## src/rtl/cpu_types_pkg.sv

```systemverilog
// Shared pipeline-control types: sequencer states, per-latch control pair and
// register-select width.
package cpu_types_pkg;

    typedef logic [4:0] regbits_t;

    typedef enum logic [1:0] {
        RUN,
        DWAIT,
        DRAIN,
        HALTED
    } pipe_state_t;

    typedef struct packed {
        logic en;
        logic flush;
    } latch_ctrl_t;

    // A flushed latch must never also capture its input.
    function automatic latch_ctrl_t resolve_latch(input latch_ctrl_t c);
        latch_ctrl_t r;
        r.flush = c.flush;
        r.en    = c.en & ~c.flush;
        return r;
    endfunction

endpackage

```

## src/rtl/hazard_detect.sv

```systemverilog
// Load-use detector: a load in EX whose destination feeds an ID source operand.
module hazard_detect
    import cpu_types_pkg::*;
(
    input  logic     idex_memread,
    input  regbits_t idex_wsel,
    input  regbits_t ifid_rs,
    input  regbits_t ifid_rt,
    output logic     lu
);

    // Register 0 is hardwired, so a load targeting it never creates a hazard.
    always_comb begin
        lu = idex_memread && (idex_wsel != '0) &&
             ((idex_wsel == ifid_rs) || (idex_wsel == ifid_rt));
    end

endmodule

```

## src/rtl/pipe_ctrl_unit.sv

```systemverilog
// Pipeline sequencer: per-latch enable/flush, PC enable, halt drain sequencing,
// stall counter and data-cache wait watchdog.
module pipe_ctrl_unit
    import cpu_types_pkg::*;
#(
    parameter int unsigned DRAIN_CYCLES = 2,
    parameter int unsigned DWAIT_MAX    = 255,
    parameter int unsigned CNT_W        = 32
) (
    input  logic             CLK,
    input  logic             nRST,
    input  logic             ihit,
    input  logic             dhit,
    input  logic             exmem_memread,
    input  logic             exmem_memwrite,
    input  logic             exmem_xfer,
    input  logic             exmem_halt,
    input  logic             idex_memread,
    input  regbits_t         idex_wsel,
    input  regbits_t         ifid_rs,
    input  regbits_t         ifid_rt,
    output logic             pc_en,
    output logic             ifid_en,
    output logic             ifid_flush,
    output logic             idex_en,
    output logic             idex_flush,
    output logic             exmem_en,
    output logic             exmem_flush,
    output logic             memwb_en,
    output logic             memwb_flush,
    output logic             halt,
    output logic             mem_timeout,
    output logic [CNT_W-1:0] stall_count
);

    localparam int unsigned DC_W = (DRAIN_CYCLES > 1) ? $clog2(DRAIN_CYCLES) : 1;
    localparam int unsigned DW_W = (DWAIT_MAX > 1) ? $clog2(DWAIT_MAX + 1) : 1;
    localparam logic [DC_W-1:0] DRAIN_LOAD = DC_W'(DRAIN_CYCLES - 1);
    localparam logic [DW_W-1:0] DWAIT_LIM  = DW_W'(DWAIT_MAX);

    pipe_state_t     state, next_state;
    logic [DC_W-1:0] drain_cnt;
    logic [DW_W-1:0] dwait_cnt;
    logic            lu;
    logic            memop;
    logic            pc_go;
    latch_ctrl_t     ifid_c, idex_c, exmem_c, memwb_c;
    latch_ctrl_t     ifid_r, idex_r, exmem_r, memwb_r;

    hazard_detect u_hazard (
        .idex_memread (idex_memread),
        .idex_wsel    (idex_wsel),
        .ifid_rs      (ifid_rs),
        .ifid_rt      (ifid_rt),
        .lu           (lu)
    );

    assign memop = exmem_memread | exmem_memwrite;

    always_comb begin
        next_state = state;
        pc_go      = 1'b0;
        ifid_c     = '0;
        idex_c     = '0;
        exmem_c    = '0;
        memwb_c    = '0;
        case (state)
            RUN, DWAIT: begin
                if (memop && !dhit) begin
                    next_state = DWAIT;
                end else begin
                    next_state = RUN;
                    if (exmem_xfer) begin
                        pc_go         = 1'b1;
                        ifid_c.flush  = 1'b1;
                        idex_c.flush  = 1'b1;
                        exmem_c.flush = 1'b1;
                        memwb_c.en    = 1'b1;
                    end else if (lu) begin
                        idex_c.flush  = 1'b1;
                        exmem_c.en    = 1'b1;
                        memwb_c.en    = 1'b1;
                    end else if (!ihit) begin
                        ifid_c.flush  = 1'b1;
                        idex_c.en     = 1'b1;
                        exmem_c.en    = 1'b1;
                        memwb_c.en    = 1'b1;
                    end else begin
                        pc_go         = 1'b1;
                        ifid_c.en     = 1'b1;
                        idex_c.en     = 1'b1;
                        exmem_c.en    = 1'b1;
                        memwb_c.en    = 1'b1;
                    end
                    // Every non-freeze rule advances MEM/WB, so the halt leaves EX/MEM here.
                    if (exmem_halt) begin
                        next_state = DRAIN;
                    end
                end
            end
            DRAIN: begin
                ifid_c.flush  = 1'b1;
                idex_c.flush  = 1'b1;
                exmem_c.flush = 1'b1;
                memwb_c.en    = 1'b1;
                if (drain_cnt == '0) begin
                    next_state = HALTED;
                end
            end
            HALTED: begin
                next_state = HALTED;
            end
            default: begin
                next_state = RUN;
            end
        endcase
    end

    assign ifid_r  = resolve_latch(ifid_c);
    assign idex_r  = resolve_latch(idex_c);
    assign exmem_r = resolve_latch(exmem_c);
    assign memwb_r = resolve_latch(memwb_c);

    // Gating with nRST keeps every control low while reset is asserted.
    assign pc_en       = nRST & pc_go;
    assign ifid_en     = nRST & ifid_r.en;
    assign ifid_flush  = nRST & ifid_r.flush;
    assign idex_en     = nRST & idex_r.en;
    assign idex_flush  = nRST & idex_r.flush;
    assign exmem_en    = nRST & exmem_r.en;
    assign exmem_flush = nRST & exmem_r.flush;
    assign memwb_en    = nRST & memwb_r.en;
    assign memwb_flush = nRST & memwb_r.flush;
    assign halt        = (state == HALTED);

    always_ff @(posedge CLK or negedge nRST) begin
        if (!nRST) begin
            state       <= RUN;
            drain_cnt   <= '0;
            dwait_cnt   <= '0;
            mem_timeout <= 1'b0;
            stall_count <= '0;
        end else begin
            state <= next_state;

            if (state != DRAIN && next_state == DRAIN) begin
                drain_cnt <= DRAIN_LOAD;
            end else if (state == DRAIN && drain_cnt != '0) begin
                drain_cnt <= drain_cnt - DC_W'(1);
            end

            if (next_state == RUN) begin
                dwait_cnt <= '0;
            end else if (state == DWAIT && dwait_cnt != '1) begin
                dwait_cnt <= dwait_cnt + DW_W'(1);
                if (dwait_cnt + DW_W'(1) >= DWAIT_LIM) begin
                    mem_timeout <= 1'b1;
                end
            end

            if ((state == RUN || state == DWAIT) && !pc_go && stall_count != '1) begin
                stall_count <= stall_count + CNT_W'(1);
            end
        end
    end

endmodule

```

## config.mk

```make
export PLATFORM = sky130hd
export DESIGN_NAME = pipe_ctrl_unit
export DESIGN_NICKNAME = d
export VERILOG_FILES = /design/src/rtl/cpu_types_pkg.sv /design/src/rtl/hazard_detect.sv /design/src/rtl/pipe_ctrl_unit.sv
export SDC_FILE = /design/constraint.sdc
export NUM_CORES = 1
export LEC_CHECK = 0
export CORE_MARGIN = 2
export CORE_UTILIZATION = 24
export CTS_BUF_LIST = sky130_fd_sc_hd__clkbuf_4
export DETAILED_ROUTE_END_ITERATION = 7
export DONT_BUFFER_PORTS = 1
export PLACE_DENSITY = 0.45
export SLEW_MARGIN = 25
export SYNTH_ARGS = -nofsm -noshare
export SYNTH_HDL_FRONTEND = slang
export SYNTH_SLANG_ARGS = --single-unit
```

## constraint.sdc

```tcl
create_clock -name CLK -period 2 [get_ports CLK]
set_input_delay 0.4 -clock CLK [delete_from_list [all_inputs] [get_ports CLK]]
set_output_delay 0.4 -clock CLK [all_outputs]
set_load 0.01 [all_outputs]
```

# Word level (Yosys, flattened, before mapping)
# Cells that the tools add are included.
[totals]
reg_bits = 44
input_bits = 24
output_inout_bits = 43
elab_cells = 87
[classes]
n_addsub = 3
order_cmp = 1
eq_ne = 9
mux = 34
bitwise = 16
n_reduce_logical = 19
[op_table]
columns = ["op", "count"]
rows = [
  ["32-bit by 1-bit adder with 32-bit output (second input constant)", 1],
  ["32-bit != test (second input constant)", 1],
  ["1-bit 2-to-1 mux", 20],
  ["8-bit 2-to-1 mux", 2],
  ["2-bit 2-to-1 mux", 7],
  ["1-bit bitwise AND", 11],
  ["5-bit == test", 2],
  ["8-bit by 1-bit adder with 8-bit output (second input constant)", 1],
  ["8-bit >= comparator (second input constant)", 1],
  ["1-bit logical AND", 8],
  ["8-bit != test (second input constant)", 1],
  ["1-bit one-hot mux with 2 select lines", 4],
  ["2-bit == test (second input constant)", 3],
  ["2-bit one-hot mux with 3 select lines", 1],
  ["5-bit nonzero test", 1],
  ["2-bit zero test", 2],
  ["1-bit NOT", 4],
  ["2-bit nonzero test", 2],
  ["3-bit AND reduction", 1],
  ["2-bit by 1-bit == test with 1-bit output (second input constant)", 1],
  ["1-bit zero test", 2],
  ["1-bit logical OR", 2],
  ["2-bit != test (second input constant)", 1],
  ["2-bit OR reduction", 1],
  ["2 further kinds", 2],
]

# Depth between registers and ports, before layout
[depth]
depth_word = 10
mapped_depth = 9
depth_no_buf = 7

# Hierarchy
# Synthesis repeated with hierarchy kept, for this count alone.
[hier_totals]
hier_cells = 250
area_unflattened_um2 = 2398.6
[by_module_without_submodules]
columns = ["module", "instances", "cells_per_inst", "area_each_um2", "seq_area_each_um2"]
rows = [
  ["pipe_ctrl_unit", 1, 233, 2273.4, 1101.1],
  ["hazard_detect", 1, 17, 125.1, 0.0],
]

# Worst setup path before layout
# OpenSTA, ideal clock, no wires.
[synth_timing]
path_kind = "register to register"
start = "register stall_count[0]"
end = "register stall_count[19]"
setup_time_ns = 0.079
arrival_ns = 2.043
t_required_ns = 1.921
slack_ns = -0.123
path_stages_with_launch = 9
path_buffers = 1
synth_period_minus_slack_ns = 2.123
cell_sequence = "dfrtp_1 ha_1 and2_1 and4bb_1 and4_1 a211o_1 buf_6 nor4_2 xor2_1"
[synth_between]
elab_chain_cells = 2
elab_cells_between_ends = 3
cone_classes = "add/sub (1); eq/ne (1); reduce/logical (1)"
[synth_rtl]
columns = ["item", "line", "rtl"]
rows = [
  ["start, declared", "pipe_ctrl_unit.sv:33", "output logic [CNT_W-1:0] stall_count"],
  ["start signal, assigned", "pipe_ctrl_unit.sv:162", "stall_count <= stall_count + CNT_W'(1);"],
  ["parallel branches: the longest is 2 deep, another holds 32-bit by 1-bit adder with 32-bit output", "-", ""],
]
# Parallel ways; which one is timed is not known.
# A chain may end at the register's enable or synchronous reset.

# Final worst setup path
[layout_timing]
start = "register stall_count[1]"
end = "register stall_count[11]"
# Same word-level chain as after synthesis.

==> results.yml <==
clock_tree:
  worst_setup_hold_path_clk_slew_ns: 0.13
  tritoncts_clock_tree: "built"
  cts_root_buf: "clkbuf_4"
  clock_insertion_delay_worst_skew_ns: 0.36
  cts-htree-levels: 2
  clock_sink_count: 44
  clock_tree.buffer_depth: 2
  cts_bufs_inserted: 5
layout:
  seqCellArea_um2: 1100
  fillerInstances: 1086
  area.growth.synth_to_final_pct: 34.4
  area_of_all_placed_cells_without_fillers_um2: 3450
  antennaDiodeCount: 0
  final_nets: 356
  drive_above_1_share_pct: 31.0
  multi_input_area_um2: 1550
floorplan:
  number_of_top_level_pins: 67
  floorplan.die_area_um2: 11500
  core_box_area_um2: 10400
  floorplan.initialDensity_pct: 24.7
  die_y_um: 107
  die-width_um: 107
  standard_cell_rows: 37
global_route:
  global_route.usage.total_pct: 11.9
  grt_overflow_total: 0
  grt_pass1_vias: 2169
  grt_antenna_before_repair: 0
  grt_start_max_net_pins: 45
  grt_first_pass_wirelength_um: 10900
synth:
  synth_sequential_area_ratio_pct: 42.9
  synth.net_count: 293
  syn_inst: 266
  ys_warn_count: 0
  synth_top_cells_by_area: "dfrtp_1, xor2_1, nor4_2"
  synthesis.area_um2: 2570
  ys.flop_type: "dfrtp_1"
  synth_top_area_cell: "dfrtp_1"
  synth.ff_latch_count: 44
  postSynth.asyncResetShare_pct: 100
  synthDominantCellAreaShare_pct: 42.9
  post_synth_edffs: 0
  synth.distinct_cells: 43
  syn_area_per_cell_um2: 9.65
timing:
  final_hold_violation_count: 0
  maxClockFrequency_mhz: 469
  totalNegativeSetupSlack_ns: -1.44
  hold_ws_ns: 0.150
  rsz0062_at_grt: "true"
  fin_skew_ns: 0.00776
  final_period_minus_worst_setup_slack_ns: 2.13
  slew_violations: 0
  setup_slack_ns: -0.130
  number_of_failing_setup_endpoints_in_the_final_timing_report: 18
  layout_worst_path_cycle_share_pct: 107
power:
  p_per_area_nw_per_um2: 453
  cellLeakagePower_nw: 1.70
  peakVddDrop_mv: 0.221
run_status:
  outcome: "finished, violations left"
  failed_checks: "setup timing"
worst_setup_path:
  critPathCaptureType: "register"
  setup.worst_path.start_class: "register"
  library_cell_contributing_the_largest_single_delay_on_the_critical_path: "dfrtp_1"
  ff2ff_path_depth: 9
  timing.critical_path.required_ns: 2.29
  timing.reg2reg.setup_slack_ns: -0.13
  source_of_the_worst_register_to_register_timing_path: "stall_count[1]"
  critPathLaunch: "stall_count[1]"
  critical-path-top-delay-family: "simple AND/OR/NAND/NOR gates"
  crit_path_frequent_cell: "buf_12"
  critical_path.cell_chain: "ha_2 -> and2_4 -> and4bb_1 -> and4_1 -> a211o_1 -> buf_12 -> buf_12 -> nor4_4 -> xor2_1"
  worst-endpoint-arrival_ns: 2.42
  criticalPathCategory: "reg -> reg"
  cp.buffers_inverters: 2
  crit_path_max_fanout: 24
  r2r_end: "stall_count[11]"
  crit_path_max_incr_delay_ns: 0.42
routing:
  route.layer.met1.wl_um: 2890
  route.final.wire_length_um: 6600
  routed-via-count: 2132
  drt-wirelength-per-cell_um: 14.2
  drtAntennaViolNets: 0
  drt_pre_antenna_iters: 4
  vias_per_cell: 4.58
  detail_route.drc_violations: 0
  detailroute.wirelength.met2_um: 3330
  maxUsedRoutingLayer: "met4"
  drt_iter0_drc: 87
  wl_met3_um: 318
hold_path:
  hold_worst_path_end: "state[1]"
  timing.hold.worst.class: "in -> reg"
  start_point_of_the_worst_hold_path: "exmem_halt"
  timing.hold.worst_path_depth: 2
placed_design:
  port_buffer_count: 0
  gp_congestion: 0.744
  preCtsSetupSlack_ns: -0.138
  postPlaceCellArea_um2: 3250
  place_hpwl_um: 4820
job:
  max_cap_violations: 0
per-stage QoR:
step	cells	total power, mW	utilization (%)
global placement	454	1.11	31.3
CTS	463	1.60	32.6
detailed placement	454	1.11	31.3
finish	465	1.56	33.3
global route	465	1.66	33.3
floorplan	266	1.04	-
report_power, final:
| group | switching, mW | leakage (nW) | total, mW | internal (mW) |
|---|---|---|---|---|
| clock | 0.298 | 0.0315 | 0.442 | 0.144 |
| sequential | 0.0158 | 0.531 | 0.935 | 0.919 |
| combinational | 0.107 | 1.14 | 0.188 | 0.0809 |
| total | 0.420 | 1.70 | 1.56 | 1.14 |
state kept, by name (all words and copies together) (netlist names):
signal       count
mem_timeout      1
dwait_cnt        8
stall_count     32
drain_cnt        1
state            2
worst max path at each step:
stage | end | cells after the start
2_1_floorplan | stall_count[7] | 9
3_3_place_gp | stall_count[1] | 6
3_5_place_dp | stall_count[12] | 9
4_1_cts | stall_count[18] | 8
5_1_grt | stall_count[11] | 9
6_report | stall_count[11] | 9
synth_stat cells, types with 2 or more instances:
master	count
a21oi_1	11
and2_1	5
and3_1	6
and4_1	3
buf_6	2
clkbuf_1	3
dfrtp_1	44
ha_1	3
inv_1	11
nand2_1	23
nand3_1	14
nand4_1	8
nor2_1	18
nor3_1	12
nor3_2	4
nor4_2	11
o21ai_0	10
o21ai_1	2
or2_2	2
or3_1	8
or4_1	2
xnor2_1	12
xor2_1	32
layout make-up:
class / instances / area share [%]
inverter: 11 / 1.34
multi-input combinational: 204 / 44.8
tap: 136 / 4.93
clock inverter: 1 / 0.145
timing repair buffer: 63 / 15.6
sequential: 44 / 31.9
clock buffer: 6 / 1.31
per-layer routing:
layer | vias up | global-route usage, %
li1 | 1062 | -
met1 | 1030 | 14.8
met2 | 35 | 20.4
met3 | 5 | 2.97
met4 | 0 | 3.02
met5 | - | 0
logic make-up after synthesis:
kind of cell / Yosys count / synth area share, %
AO/OA/AOI/OAI: 32 / 7.31
XOR/XNOR: 44 / 15.0
adder cells (fa/ha/maj): 3 / 1.46
buffers and inverters: 18 / 3.41
flip-flops: 44 / 42.9
multiplexers: 1 / 0.439
other: 1 / 0.146
AND/OR/NAND/NOR: 123 / 29.3
layout by cell type (no fill, tap or decap), types with 2 or more instances in the layout:
cell      instances
and2_4            2
nor3_1            7
nand4_1           8
a21oi_1          11
xnor2_1          12
buf_12            3
and2_1            3
nand3_1          14
nor2_1           17
o21ai_1           3
nand2_1          22
or2_2             2
nor4_4           11
or4_1             2
o21ai_0           8
inv_1            10
and3_1            4
clkbuf_4          6
and3_4            2
nor3_2            8
buf_4            57
dfrtp_1          44
ha_1              2
or3_1             8
and4_1            3
xor2_1           32
what timing repair did:
action / in CTS / in global routing
hold buffers: 2 / 0
setup buffers: 0 / 2
resized for setup: 10 / 13
setup endpoints to repair: 24 / 33
endpoints found under the hold margin: 44 / 0
pin swaps: 2 / 7
(Power assumes the default switching activity.)
